$ cat config.mk
export PLATFORM = sky130hd
export DESIGN_NAME = fft_bfly_pe
export DESIGN_NICKNAME = d
export VERILOG_FILES = /design/src/rtl/fft_pkg.sv /design/src/rtl/fft_cmul.sv /design/src/rtl/fft_bfly_pe.sv
export SDC_FILE = /design/constraint.sdc
export NUM_CORES = 2
export LEC_CHECK = 0
export BUFFER_PORTS_ARGS = -buffer_cell sky130_fd_sc_hd__buf_2
export CORE_ASPECT_RATIO = 1.2
export CORE_MARGIN = 2
export CORE_UTILIZATION = 61
export DETAILED_ROUTE_END_ITERATION = 8
export HOLD_SLACK_MARGIN = 0.1
export PLACE_DENSITY = 0.75
export SKIP_CTS_REPAIR_TIMING = 1
export SLEW_MARGIN = 15
export SYNTH_ARGS = -nofsm -noshare
export SYNTH_HDL_FRONTEND = slang
export SYNTH_SLANG_ARGS = --single-unit
export TNS_END_PERCENT = 50
$ cat constraint.sdc
create_clock -name clk -period 10.7 [get_ports clk]
set_input_delay 1.07 -clock clk [delete_from_list [all_inputs] [get_ports clk]]
set_output_delay 1.07 -clock clk [all_outputs]
set_load 0.005 [all_outputs]
$ cat src/rtl/fft_pkg.sv
// Shared constants and complex-word helpers for the radix-2 butterfly PE.
// Complex words are packed {re, im}; each component is signed.
package fft_pkg;

    localparam int DW_DEF = 16;
    localparam int AW_DEF = 8;
    localparam int CW_MAX = 32;

    typedef logic [2*CW_MAX-1:0]        cword_t;
    typedef logic signed [CW_MAX-1:0]   comp_t;

    // Helpers run at the widest supported width; dw selects the live component width.
    function automatic comp_t cw_re(input cword_t w, input int dw);
        cword_t t;
        t = w << (2*CW_MAX - 2*dw);
        return comp_t'($signed(t) >>> (2*CW_MAX - dw));
    endfunction

    function automatic comp_t cw_im(input cword_t w, input int dw);
        cword_t t;
        t = w << (2*CW_MAX - dw);
        return comp_t'($signed(t) >>> (2*CW_MAX - dw));
    endfunction

    function automatic cword_t cw_pack(input comp_t re, input comp_t im, input int dw);
        cword_t mask;
        mask = (cword_t'(1'b1) << dw) - cword_t'(1'b1);
        return ((cword_t'(re) & mask) << dw) | (cword_t'(im) & mask);
    endfunction

    // Half an LSB of the Q1.(dw-1) result, added before the product shift.
    function automatic cword_t rnd_const(input int dw);
        return cword_t'(1'b1) << (dw - 2);
    endfunction

endpackage

$ cat src/rtl/fft_cmul.sv
// Complex multiply P = B*W with one output register stage.
// Products are rounded back to Q1.(DW-1) and kept at DW+1 bits, unsaturated.
module fft_cmul
    import fft_pkg::*;
#(
    parameter int DW = DW_DEF
) (
    input  logic                i_clk,
    input  logic [2*DW-1:0]     i_b,
    input  logic [2*DW-1:0]     i_w,
    output logic signed [DW:0]  o_pr,
    output logic signed [DW:0]  o_pi
);

    logic signed [DW-1:0]   w_br, w_bi, w_wr, w_wi;
    logic signed [2*DW-1:0] w_rr, w_ii, w_ri, w_ir;
    logic signed [2*DW:0]   w_rnd, w_pr_full, w_pi_full;
    logic signed [DW:0]     r_pr, r_pi;

    assign w_br = DW'(cw_re(cword_t'(i_b), DW));
    assign w_bi = DW'(cw_im(cword_t'(i_b), DW));
    assign w_wr = DW'(cw_re(cword_t'(i_w), DW));
    assign w_wi = DW'(cw_im(cword_t'(i_w), DW));

    assign w_rr  = w_br * w_wr;
    assign w_ii  = w_bi * w_wi;
    assign w_ri  = w_br * w_wi;
    assign w_ir  = w_bi * w_wr;
    assign w_rnd = $signed((2*DW+1)'(rnd_const(DW)));

    assign w_pr_full = $signed({w_rr[2*DW-1], w_rr}) - $signed({w_ii[2*DW-1], w_ii}) + w_rnd;
    assign w_pi_full = $signed({w_ri[2*DW-1], w_ri}) + $signed({w_ir[2*DW-1], w_ir}) + w_rnd;

    // Product register: shift by DW-1 back to component scale.
    always_ff @(posedge i_clk) begin
        r_pr <= (DW+1)'(w_pr_full >>> (DW-1));
        r_pi <= (DW+1)'(w_pi_full >>> (DW-1));
    end

    assign o_pr = r_pr;
    assign o_pi = r_pi;

endmodule

$ cat src/rtl/fft_bfly_pe.sv
// Radix-2 DIT butterfly PE: reads (A,B,W), writes A+BW / A-BW back in place 3 cycles later.
// Build option BFLY_SCALE_EN: halve each result with rounding instead of saturating.
module fft_bfly_pe
    import fft_pkg::*;
#(
    parameter int DW = DW_DEF,
    parameter int AW = AW_DEF
) (
    input  logic            clk,
    input  logic            rst,
    input  logic            in_valid,
    input  logic [AW-1:0]   in_addr_a,
    input  logic [AW-1:0]   in_addr_b,
    input  logic [AW-1:0]   in_addr_w,
    output logic [AW-1:0]   mem_rd_addr_a,
    output logic [AW-1:0]   mem_rd_addr_b,
    input  logic [2*DW-1:0] mem_rd_data_a,
    input  logic [2*DW-1:0] mem_rd_data_b,
    output logic [AW-1:0]   tw_addr,
    input  logic [2*DW-1:0] tw_data,
    output logic            mem_wr_en,
    output logic [AW-1:0]   mem_wr_addr_a,
    output logic [AW-1:0]   mem_wr_addr_b,
    output logic [2*DW-1:0] mem_wr_data_a,
    output logic [2*DW-1:0] mem_wr_data_b,
    output logic            busy,
    input  logic            clr_ovf,
    output logic            ovf
);

    logic                   r_v1, r_v2, r_v3;
    logic [AW-1:0]          r_addr_a1, r_addr_b1, r_addr_a2, r_addr_b2;
    logic [AW-1:0]          r_wr_addr_a, r_wr_addr_b;
    logic [2*DW-1:0]        r_ad2, r_wr_data_a, r_wr_data_b;
    logic                   r_ovf_ev, r_ovf;
    logic signed [DW:0]     w_pr, w_pi;
    logic signed [DW-1:0]   w_a_re, w_a_im;
    logic signed [DW+1:0]   w_s_re, w_s_im, w_d_re, w_d_im;
    logic                   w_ovf_any;

    function automatic logic out_of_range(input logic signed [DW+1:0] x);
        return x != (DW+2)'(DW'(x));
    endfunction

`ifdef BFLY_SCALE_EN
    localparam logic signed [DW+1:0] RND_HALF = (DW+2)'(1'b1);

    function automatic logic signed [DW-1:0] reduce(input logic signed [DW+1:0] x);
        return DW'((x + RND_HALF) >>> 1);
    endfunction
`else
    localparam logic signed [DW-1:0] SAT_MAX = {1'b0, {(DW-1){1'b1}}};
    localparam logic signed [DW-1:0] SAT_MIN = {1'b1, {(DW-1){1'b0}}};

    function automatic logic signed [DW-1:0] reduce(input logic signed [DW+1:0] x);
        if (out_of_range(x)) begin
            return x[DW+1] ? SAT_MIN : SAT_MAX;
        end else begin
            return DW'(x);
        end
    endfunction
`endif

    assign mem_rd_addr_a = in_addr_a;
    assign mem_rd_addr_b = in_addr_b;
    assign tw_addr       = in_addr_w;

    fft_cmul #(.DW(DW)) u_cmul (
        .i_clk (clk),
        .i_b   (mem_rd_data_b),
        .i_w   (tw_data),
        .o_pr  (w_pr),
        .o_pi  (w_pi)
    );

    assign w_a_re = DW'(cw_re(cword_t'(r_ad2), DW));
    assign w_a_im = DW'(cw_im(cword_t'(r_ad2), DW));
    assign w_s_re = (DW+2)'(w_a_re) + (DW+2)'(w_pr);
    assign w_s_im = (DW+2)'(w_a_im) + (DW+2)'(w_pi);
    assign w_d_re = (DW+2)'(w_a_re) - (DW+2)'(w_pr);
    assign w_d_im = (DW+2)'(w_a_im) - (DW+2)'(w_pi);
    assign w_ovf_any = out_of_range(w_s_re) | out_of_range(w_s_im) |
                       out_of_range(w_d_re) | out_of_range(w_d_im);

    // Address and A-operand delay alongside the multiplier stage.
    always_ff @(posedge clk) begin
        r_addr_a1 <= in_addr_a;
        r_addr_b1 <= in_addr_b;
        r_addr_a2 <= r_addr_a1;
        r_addr_b2 <= r_addr_b1;
        r_ad2     <= mem_rd_data_a;
    end

    // Valid pipeline, held write-back registers and sticky overflow (set beats clear).
    always_ff @(posedge clk) begin
        if (rst) begin
            r_v1        <= 1'b0;
            r_v2        <= 1'b0;
            r_v3        <= 1'b0;
            r_wr_addr_a <= {AW{1'b0}};
            r_wr_addr_b <= {AW{1'b0}};
            r_wr_data_a <= {(2*DW){1'b0}};
            r_wr_data_b <= {(2*DW){1'b0}};
            r_ovf_ev    <= 1'b0;
            r_ovf       <= 1'b0;
        end else begin
            r_v1     <= in_valid;
            r_v2     <= r_v1;
            r_v3     <= r_v2;
            r_ovf_ev <= r_v2 & w_ovf_any;
            if (r_v2) begin
                r_wr_addr_a <= r_addr_a2;
                r_wr_addr_b <= r_addr_b2;
                r_wr_data_a <= (2*DW)'(cw_pack(comp_t'(reduce(w_s_re)), comp_t'(reduce(w_s_im)), DW));
                r_wr_data_b <= (2*DW)'(cw_pack(comp_t'(reduce(w_d_re)), comp_t'(reduce(w_d_im)), DW));
            end
            if (r_v3 && r_ovf_ev) begin
                r_ovf <= 1'b1;
            end else if (clr_ovf) begin
                r_ovf <= 1'b0;
            end
        end
    end

    assign mem_wr_en     = r_v3;
    assign mem_wr_addr_a = r_wr_addr_a;
    assign mem_wr_addr_b = r_wr_addr_b;
    assign mem_wr_data_a = r_wr_data_a;
    assign mem_wr_data_b = r_wr_data_b;
    assign busy          = r_v1 | r_v2 | r_v3;
    assign ovf           = r_ovf;

endmodule

## Word level (Yosys, flattened, before mapping)

Cells that the tools add are included.

| word-level totals | value |
|---|---|
| bits of input ports | 124 |
| output and inout port bits | 107 |
| register bits | 183 |

| cells by class | value |
|---|---|
| muxes and demuxes | 18 |
| multipliers | 4 |
| bitwise gates (word level) | 8 |
| equality and inequality tests | 4 |
| $add $sub $neg | 8 |
| reductions and logical operators | 2 |

Operator list:

| kind | count |
|---|---|
| 16-bit 2-to-1 mux | 16 |
| 16-bit by 16-bit multiplier with 32-bit output | 4 |
| 32-bit by 16-bit adder with 32-bit output (second input constant) | 2 |
| 32-bit by 16-bit OR with 32-bit output | 2 |
| 16-bit by 17-bit adder with 18-bit output | 2 |
| 16-bit by 17-bit subtractor with 18-bit output | 2 |
| 32-bit adder | 1 |
| 32-bit subtractor | 1 |
| 2-bit by 1-bit inequality test with 1-bit output | 4 |
| 1-bit OR | 5 |
| 1-bit 2-to-1 mux | 2 |
| 2-bit nonzero test | 1 |
| 1-bit bitwise AND | 1 |
| 1-bit logical AND | 1 |

## Depth between registers and ports, before layout

| logic depth | value |
|---|---|
| depth after elaboration | 6 |
| depth in mapped cells | 29 |
| depth with buffers taken out | 28 |

## Hierarchy

From an unflattened synthesis, not the netlist that was laid out.

| unflattened totals | value |
|---|---|
| cells, all modules | 5102 |
| area total of the unflattened synthesis | 47754.6 um^2 |

Modules (own cells, without submodules):

| module | times used | cells each | area each (um^2) |
|---|---|---|---|
| fft_cmul | 1 | 4178 | 39550.4 |
| fft_bfly_pe | 1 | 924 | 8204.1 |

## Worst setup path before layout

Ideal clock, no wire load.

| timing path | value |
|---|---|
| path type | input-to-reg |
| start point | input port mem_rd_data_b[15] |
| end point | register u_cmul.r_pr[16] (netlist: u_cmul.o_pr[16]) |
| setup time | 72 ps |
| arrival time | 8177 ps |
| cell stages on the path | 25 |
| setup slack | 2450 ps |
| path buffers | 1 |
| cell sequence | clkbuf_1 nand2_1 inv_1 fa_1 fa_1 inv_1 fa_1 fa_1 fa_1 fa_1 fa_1 inv_1 fa_1 inv_1 ha_1 a21o_1 a21o_1 a21oi_1 o21ai_0 a21oi_1 a21bo_2 o211a_1 a311o_1 a21oi_1 xnor2_1 |

| between the ends | value |
|---|---|
| word-level cells in the longest chain between the ends | 3 |

Ends and longest elaborated chain:

| element | line | text |
|---|---|---|
| from (decl) | fft_bfly_pe.sv:18 | `input logic [2*DW-1:0] mem_rd_data_b,` |
| 16-bit by 16-bit multiplier with 32-bit output | fft_cmul.sv:26 | `assign w_ii = w_bi * w_wi;` |
| 32-bit subtractor | fft_cmul.sv:31 | `assign w_pr_full = $signed({w_rr[2*DW-1], w_rr}) - $signed({w_ii[2*DW-1], w_ii}) + w_rnd;` |
| 32-bit by 16-bit adder with 32-bit output | fft_cmul.sv:31 |  |
| named net u_cmul.w_pr_full[31] | fft_cmul.sv:17 | `logic signed [2*DW:0] w_rnd, w_pr_full, w_pi_full;` |
| to (signal assigned) | fft_cmul.sv:36 | `r_pr <= (DW+1)'(w_pr_full >>> (DW-1));` |
| to (decl) | fft_cmul.sv:18 | `logic signed [DW:0] r_pr, r_pi;` |

The timed path passes the listed nets, and every way through them passes these cells.
A chain may end at the register's enable or synchronous reset.

## Worst setup path after layout

Same ends and word-level chain as after synthesis.

==> impl_metrics.tcl <==
set metrics [dict create \
    status "completed" \
    clk_latency_ns 0.48 \
    holdWs_ns 0.329 \
    finalSetupTns_ns 0 \
    syn_nets 6686 \
    start_util 0.618 \
    cp-start-kind "input port" \
    cts_tree "built" \
    die_h_um 309 \
    viasPerCell 5.41 \
    grt_first_pass_wirelength_um 190000 \
    yosysTopAreaCell "fa_1" \
    ant_nets 0 \
    cts_num_sinks 183 \
    vias 32900 \
    path_max_fanout 32 \
    hp-class "flop to flop" \
    core_area_mm2 0.0767 \
    hold_viol_final 0 \
    worstPathArrival_ns 8.97 \
    relSlewSlack 0.230 \
    timing.final.crit_share 0.806 \
    drc 0 \
    syn_avg_cell_area_um2 9.39 \
    drt_iter0_markers 1865 \
    row_count 111 \
    antenna_found_initial 14 \
    clockRootBuffer "clkbuf_16" \
    cp.required_ns 11.05 \
    wirelength_um 115000 \
    synth-seq-area-share 0.0773 \
    dp_hpwl_um 92700 \
    cts.clk_slew.worst_paths_ns 0.09 \
    syn_to_final_growth_pct 4.25 \
    grt_max_degree 58 \
    syn-cell-area_mm2 0.0474 \
    drive_gt1_frac 0.0598 \
    port_buffers 214 \
    fin_worst_skew_ns 0.0160 \
    rsz0062_at_grt "no" \
    async_flop_share 0 \
    fmax_mhz 116 \
    h-tree-depth 4 \
    ys_ff_latch 183 \
    clock_path_buffers 2 \
    synth_top_area_frac 0.487 \
    pin_count 231 \
    gr-total-overflow 0 \
    die_width_um 258 \
    setup_viol 0 \
    slew_viol_final 0 \
    grt_pass1_vias 36500 \
    synth_edf_count 0 \
    critical_path_class "input port to flop" \
    syn_inst 5045 \
    ys_warn_count 0 \
    crit_path_end_kind "flop" \
    worst_pin_slew_ns 1.15 \
    dr.pass1.iters 6 \
    maxCapViolCount 0 \
    synth-main-ff-cell "dfxtp_1" \
    netlist-cell-type-count 80 \
    period_minus_slack_ns 8.62 \
    die_area_mm2 0.0799 \
    wl_per_cell_um 18.9 \
    nets 6678 \
    track_usage 0.309 \
    gp_congestion 0.935 \
    synthTopCellsByArea "fa_1 (49%), inv_1 (10%), ha_1 (9.6%)" \
    numCtsBuffers 17 \
]
[kinds of logic (layout without fill, tap and decap cells)]
group           Yosys count  after routing  synth area share
buf+inv                1573           1578             0.128
fa+ha+maj              1517           1517             0.583
simple gates           1332           1332             0.140
compound gates          300            300            0.0452
flops                   183            183            0.0773
xor+xnor                121            121            0.0224
mux                      19             19           0.00401
other cells               0              6                 0
[layout make-up]
class	count	area, um2
fill	6388	27300
multi-input combinational	3289	37700
sequential	183	3670
clock inverter	15	206
timing repair buffer	237	1240
clock buffer	17	425
inverter	1309	4910
antenna	6	15.0
tap	1017	1270
[cell usage after synthesis (all sizes together), types with 3 or more instances]
cell,number
nand3b,3
a211oi,16
and3b,3
o211ai,20
fa,1153
nand4,10
o22ai,3
or3,14
or2,4
a21o,23
nor4,3
o21a,29
ha,364
mux2i,19
o41ai,3
a211o,3
nor2,126
a31o,3
a21boi,6
a221oi,3
a21oi,80
xor2,22
clkbuf,212
a31oi,10
and2,473
nor2b,46
o21ai,40
nand2,545
a2111oi,10
o21bai,13
inv,1309
buf,50
a221o,15
dfxtp,183
nand2b,43
xnor2,99
nor3,39
o31ai,3
o31a,5
nand3,13
[layout by cell type (no fill, tap or decap), types with 5 or more instances in the layout]
cell and n:
buf_2 214, xnor2_1 99, nand4_1 10, nor3_1 38, nand3_1 12, or3_1 13, mux2i_1 19, inv_12 5
dfxtp_1 182, nor2_1 125, a211oi_1 16, a2111oi_0 9, nand2_1 545, o21ai_0 35, nand2b_1 43, o21a_1 29
o21bai_1 12, o211ai_2 9, a21o_1 23, a21boi_0 6, a221o_1 15, nor2b_1 46, a21oi_1 79, xor2_1 22
diode_2 6, ha_1 364, a31oi_1 9, fa_1 1153, o211ai_1 11, inv_1 1309, and2_1 473, clkbuf_16 17
o31a_1 5, buf_4 23
[through the flow]
step | area (um2) | util | setup slack (ns) | std cells
3_5_place_dp | 48800 | 0.636 | 1.59 | 6035
4_1_cts | 49400 | 0.644 | 2.11 | 6067
6_report | 49400 | 0.644 | 2.08 | 6073
3_3_place_gp | 48800 | 0.636 | 1.76 | 6035
2_1_floorplan | 47400 | - | 2.45 | 5045
5_1_grt | 49400 | 0.644 | 1.64 | 6071
[per-layer routing]
layer	routed length (um)	vias to the layer above	track usage	part of all wire
met2	59000	1055	0.544	0.51
met4	6010	16	0.146	0.052
met3	6480	238	0.0379	0.056
met1	43500	17000	0.380	0.38
li1	-	14600	-	-
met5	97	-	0	0.00084
[flip-flops by register name (all words and copies together) (netlist names)]
| register | cells |
|---|---|
| mem_wr_data_a | 32 |
| mem_wr_data_b | 32 |
| r_ad2 | 32 |
| u_cmul.o_pi | 17 |
| u_cmul.o_pr | 17 |
| mem_wr_addr_a | 8 |
| mem_wr_addr_b | 8 |
| r_addr_a1 | 8 |
| r_addr_a2 | 8 |
| r_addr_b1 | 8 |
| r_addr_b2 | 8 |
| mem_wr_en | 1 |
| ovf | 1 |
| r_ovf_ev | 1 |
| r_v1 | 1 |
| r_v2 | 1 |
[path summary, 6_finish.rpt]
kind | from | to | slack [ns] | depth (start not counted)
min | r_addr_b1[0]$_DFF_P_ | r_addr_b2[0]$_DFF_P_ | 0.33 | 0
max | mem_rd_data_b[15] | u_cmul.o_pr[16]$_DFF_P_ | 2.08 | 25
max reg2reg | u_cmul.o_pi[4]$_DFF_P_ | mem_wr_data_b[9]$_SDFFE_PP0P_ | 6.34 | 12
min reg2reg | r_addr_b1[0]$_DFF_P_ | r_addr_b2[0]$_DFF_P_ | 0.33 | 0
[critical path: stages]
cell and delay [ns]:
buf_2 0.58, nand2_1 0.27, inv_1 0.64, fa_1 0.56, fa_1 0.52, inv_1 0.05
fa_1 0.46, fa_1 0.52, fa_1 0.57, fa_1 0.43, fa_1 0.49, inv_1 0.05
fa_1 0.47, inv_1 0.04, ha_1 0.32, a21o_1 0.19, a21o_1 0.17, a21oi_1 0.16
o21ai_0 0.11, a21oi_1 0.13, a21bo_2 0.27, o211a_1 0.25, a311o_1 0.39, a21oi_1 0.19
xnor2_1 0.09
Power is left out: the tool's default activity adds up to more than one toggle a clock period on the data nets, which glitch-free logic cannot reach.
